--- src/rtl/rr_arbiter8.sv ---
// rr_arbiter8: eight-way round-robin arbiter with a registered one-hot grant.
// A grant is held until the owner raises Done, drops its request, or has held
// the resource for HOLD_MAX consecutive cycles. Priority then moves to the
// index just past the one that was served.
//
// Handshake: Valid=1 means GrantIdx/Grant name the current owner. The owner
// signals end of use with Done, which is only looked at while Valid=1. Req is
// level-sensitive and is not a valid/ready pair: a requester simply holds
// Req[i] high for as long as it wants the resource.
module rr_arbiter8 #(
   parameter int HOLD_MAX = 15
) (
   input  logic       Clock,
   input  logic       Reset,
   input  logic [7:0] Req,
   input  logic       Done,
   output logic       Valid,
   output logic [2:0] GrantIdx,
   output logic [0:7] Grant,
   output logic       dbg_state,
   output logic [2:0] dbg_ptr
);

   localparam int CW = (HOLD_MAX < 1) ? 1 : $clog2(HOLD_MAX + 1);

   typedef enum logic {IDLE = 1'b0, GRANT = 1'b1} state_t;

   state_t        state;
   logic [2:0]    ptr;
   logic [CW-1:0] cnt;

   logic [2:0]    pick;
   logic [2:0]    cand;
   logic          found;
   logic [0:7]    pick_dec;
   logic          timeout;
   logic          release_now;

   // Cyclic priority search starting at ptr; first requester found wins.
   always_comb begin
      pick  = 3'd0;
      cand  = 3'd0;
      found = 1'b0;
      for (int k = 0; k < 8; k++) begin
         cand = ptr + 3'(k);
         if (!found && Req[cand]) begin
            pick  = cand;
            found = 1'b1;
         end
      end
   end

   // 3-to-8 decode of the selected index, loaded into Grant with GrantIdx.
   always_comb begin
      pick_dec       = '0;
      pick_dec[pick] = 1'b1;
   end

   // Timeout only exists when HOLD_MAX is non-zero.
   assign timeout     = (HOLD_MAX != 0) && (cnt == CW'(HOLD_MAX));
   assign release_now = Done || !Req[GrantIdx] || timeout;

   // Arbiter FSM with registered outputs, pointer and hold counter.
   always_ff @(posedge Clock) begin
      if (Reset) begin
         state    <= IDLE;
         ptr      <= 3'd0;
         cnt      <= '0;
         Valid    <= 1'b0;
         GrantIdx <= 3'd0;
         Grant    <= '0;
      end else begin
         case (state)
            IDLE: begin
               if (|Req) begin
                  state    <= GRANT;
                  GrantIdx <= pick;
                  Grant    <= pick_dec;
                  Valid    <= 1'b1;
                  cnt      <= CW'(1);
               end
            end
            GRANT: begin
               if (release_now) begin
                  state    <= IDLE;
                  Valid    <= 1'b0;
                  Grant    <= '0;
                  GrantIdx <= 3'd0;
                  ptr      <= GrantIdx + 3'd1;
                  cnt      <= '0;
               end else if (cnt != {CW{1'b1}}) begin
                  // Saturates; only reachable when the timeout is disabled.
                  cnt <= cnt + CW'(1);
               end
            end
            default: state <= IDLE;
         endcase
      end
   end

   assign dbg_state = state;
   assign dbg_ptr   = ptr;

endmodule

--- config.mk ---
export PLATFORM = sky130hd
export DESIGN_NAME = rr_arbiter8
export DESIGN_NICKNAME = d
export VERILOG_FILES = /design/src/rtl/rr_arbiter8.sv
export SDC_FILE = /design/constraint.sdc
export NUM_CORES = 1
export LEC_CHECK = 0
export BUFFER_PORTS_ARGS = -buffer_cell sky130_fd_sc_hd__buf_2
export CORE_MARGIN = 3
export CORE_UTILIZATION = 40
export CTS_CLUSTER_DIAMETER = 200
export DETAILED_ROUTE_END_ITERATION = 10
export SLEW_MARGIN = 15
export SYNTH_ARGS = -nofsm -noshare
export SYNTH_HDL_FRONTEND = slang
export SYNTH_SLANG_ARGS = --single-unit
--- constraint.sdc ---
create_clock -name Clock -period 3.3 [get_ports Clock]
set_clock_uncertainty 0.15 [all_clocks]
set_input_delay 0.66 -clock Clock [delete_from_list [all_inputs] [get_ports Clock]]
set_output_delay 0.66 -clock Clock [all_outputs]
set_load 0.05 [all_outputs]
==> results.txt <==
Asr flop ratio synth - 0%
Final Cell Area - 2150 sq um
H-tree depth - 1
Reg2Reg Depth - 9
Setup TNS - 0 ps
RSZ-0062 raised after global routing - false
Worst R2R Setup Slack - 180 ps
Die H - 74.5 um
Final hold violation count - 0
Critical path class - flip-flop to flip-flop
Number of buffers added for setup after CTS - 0
WP data arrival - 3120 ps
Minimum clock period after layout - 3120 ps
Grt total ovfl - 0
Pwr dens - 574 nW/um^2
Worst-Margin Slew - 591 ps
Clock power frac - 17.1%
Core area - 4440 sq um
Status - complete, no violations
Setup crit start kind - flip-flop
TritonCTS Buffers - 3
Crit path to - Grant[6]$_SDFFE_PP0P_
Flop pwr share - 24.6%
Root buf cell - clkbuf_8
Most frequent cells in the layout - buf_2, nor2_1, dfxtp_1
Hpwl dp - 3410 um
Initial DRC Count - 109
Worst Setup SP - dbg_ptr[1]$_SDFFE_PP0P_
CTS Buffer Depth - 2
DR WL/cell - 17.0 um
Slew headroom - 60.5%
Tcrit/Tclk final - 94.5%
GRT busiest layer - met2
Clock Latency Late Sink - 250 ps
IO Pins - 27
Reg2reg start - dbg_ptr[1]$_SDFFE_PP0P_
Layout cells sized above 1 - 35.2%
CP endpoint kind - flip-flop
Max Freq - 321 MHz
Switching share of total power - 43.2%
Die area - 5550 sq um
Vias in the first global route - 1507
Synth Flop Type - dfxtp_1
Grt met2 use - 26.4%
WL final - 4560 um
Post-Syn Area - 1880 sq um
Worst-path clk slew - 70 ps
Max VDD drop - 0.340 mV
R2R Path End - Grant[6]$_SDFFE_PP0P_
Yosys warns - 0
Initial Utilization - 42.2%
Growth of design area from synthesis to finish - 14.8%
Post-synthesis sequential area ratio - 21.3%
Largest stage delay, worst path - 560 ps
First-pass GRT wire length - 7480 um
Initial antenna violation count - 0
IO Port Bufs - 26
Antenna diodes - 0
Die Width - 74.5 um
Largest net degree at the start of global routing - 17
Pwr Total - 1.24 mW
Max-cap violations - 0
ANT nets after route - 0
CP max-delay cell - or4_4
CTS sink cnt - 20
Synth Register Bits - 20
GRT Overall Usage - 17.2%
Synth unique cells - 55
Placed Area - 2080 sq um
Hold buffer count at CTS - 0
Via density - 6.09
Grt met1 use - 25.4%
Synth Net Count - 204
Fill count - 424
Slew Limit Fails - 0
Crit-path cells - inv_2 -> ha_4 -> mux2_2 -> a221oi_4 -> a32oi_2 -> or4_4 -> o21ai_4 -> o31ai_2 -> a32o_1
Comb power frac - 58.3%
DRC - 0
Most common cell after layout, fill and taps aside - buf_2
Final setup fails - 0
Post-synth EDFFs - 0
Leak - 0.820 nW
Max FO, Critical Path - 16
Post-Syn Instances - 189
DR vias - 1632
P_int - 702 uW
Synth Area per Inst - 9.92 sq um
TritonCTS clock tree - done
Cts repair resizes - 0
Switching power total - 534 uW
Nets - 232
Row count - 24
Pre-Repair DR Iteration Count - 4
Critical path required time - 3300 ps
Final GP Congestion - 0.887
Met3 Track Usage GR - 3.24%
Worst min path class - flip-flop to flip-flop
Hold Slack - 316 ps
[worst max-delay path, delay by kind of cell, from the launching register on]
kind            cells  cell delay [ps]
mux                 1              400
fa+ha+maj           1              400
flops               1              410
buf+inv             1               60
compound gates      5             1030
simple gates        1              560
[worst min-delay path by stage]
stage                     startpoint                    end  depth (start not counted)
6_report       Grant[3]$_SDFFE_PP0P_  Grant[3]$_SDFFE_PP0P_                          1
5_1_grt        Grant[3]$_SDFFE_PP0P_  Grant[3]$_SDFFE_PP0P_                          1
4_1_cts        Grant[3]$_SDFFE_PP0P_  Grant[3]$_SDFFE_PP0P_                          1
3_5_place_dp   Grant[3]$_SDFFE_PP0P_  Grant[3]$_SDFFE_PP0P_                          1
3_3_place_gp   Grant[5]$_SDFFE_PP0P_  Grant[5]$_SDFFE_PP0P_                          1
2_1_floorplan    cnt[3]$_SDFFE_PP0P_    cnt[3]$_SDFFE_PP0P_                          2
[kinds of logic after synthesis]
logic type                 after synthesis  synth area share (%)
buffers and inverters                   15                  4.94
adders and majority gates                4                  2.67
and+or+nand+nor                         62                  16.0
DFF                                     20                  21.3
muxes                                   33                  29.5
xor gates and xnor gates                 6                  2.80
AOI/OAI and AO/OA                       49                  22.8
[final cells by class]
type | instances | area (sq um) | area share, %
Timing Repair Buffer | 35 | 198 | 9.18
Sequential cell | 20 | 408 | 18.9
Multi-Input combinational cell | 154 | 1400 | 65.2
Tap cell | 52 | 65.1 | 3.02
Clock buffer | 4 | 66.3 | 3.08
Inverter | 3 | 12.5 | 0.581
[registers in the layout, summed over array words and instances (netlist names)]
name	cells
dbg_state	1
dbg_ptr	3
Grant	8
GrantIdx	3
cnt	4
Valid	1
[cells in the mapped netlist (5+ instances only)]
cell type	instances	share of area, %
nor2_1	23	4.6
dfxtp_1	20	21
mux4_2	13	16
nand2_1	13	2.6
mux2i_1	10	5.3
a21oi_1	9	2.4
a32o_1	8	4.3
buf_2	5	1.3
mux2_2	5	3.0
nand2b_1	5	1.7
[per-stage QoR]
stage | std cells | util [%] | setup slack (ps)
3_5_place_dp | 264 | 46.8 | 173
3_3_place_gp | 264 | 46.8 | 199
5_1_grt | 268 | 48.5 | 24.0
6_report | 268 | 48.5 | 181
2_1_floorplan | 189 | - | -43.6
4_1_cts | 268 | 48.3 | 197
[per-layer routing]
metal / vias up / part of all wire (%) / wire, um
met3: 2 / 3.9 / 179
met1: 806 / 48 / 2180
met4: 0 / 0.31 / 14
met5: - / 0 / 0
li1: 793 / - / -
met2: 31 / 48 / 2180
[power by group through the flow]
stage	registers, mW	clock network (mW)	logic [mW]
after floorplan	0.391	0	0.485
after global placement	0.310	0	0.707
after detailed placement	0.310	0	0.709
after CTS	0.305	0.217	0.713
after global routing	0.311	0.224	0.776
final	0.304	0.212	0.721
Note: power is estimated with default switching activity, not from simulation.
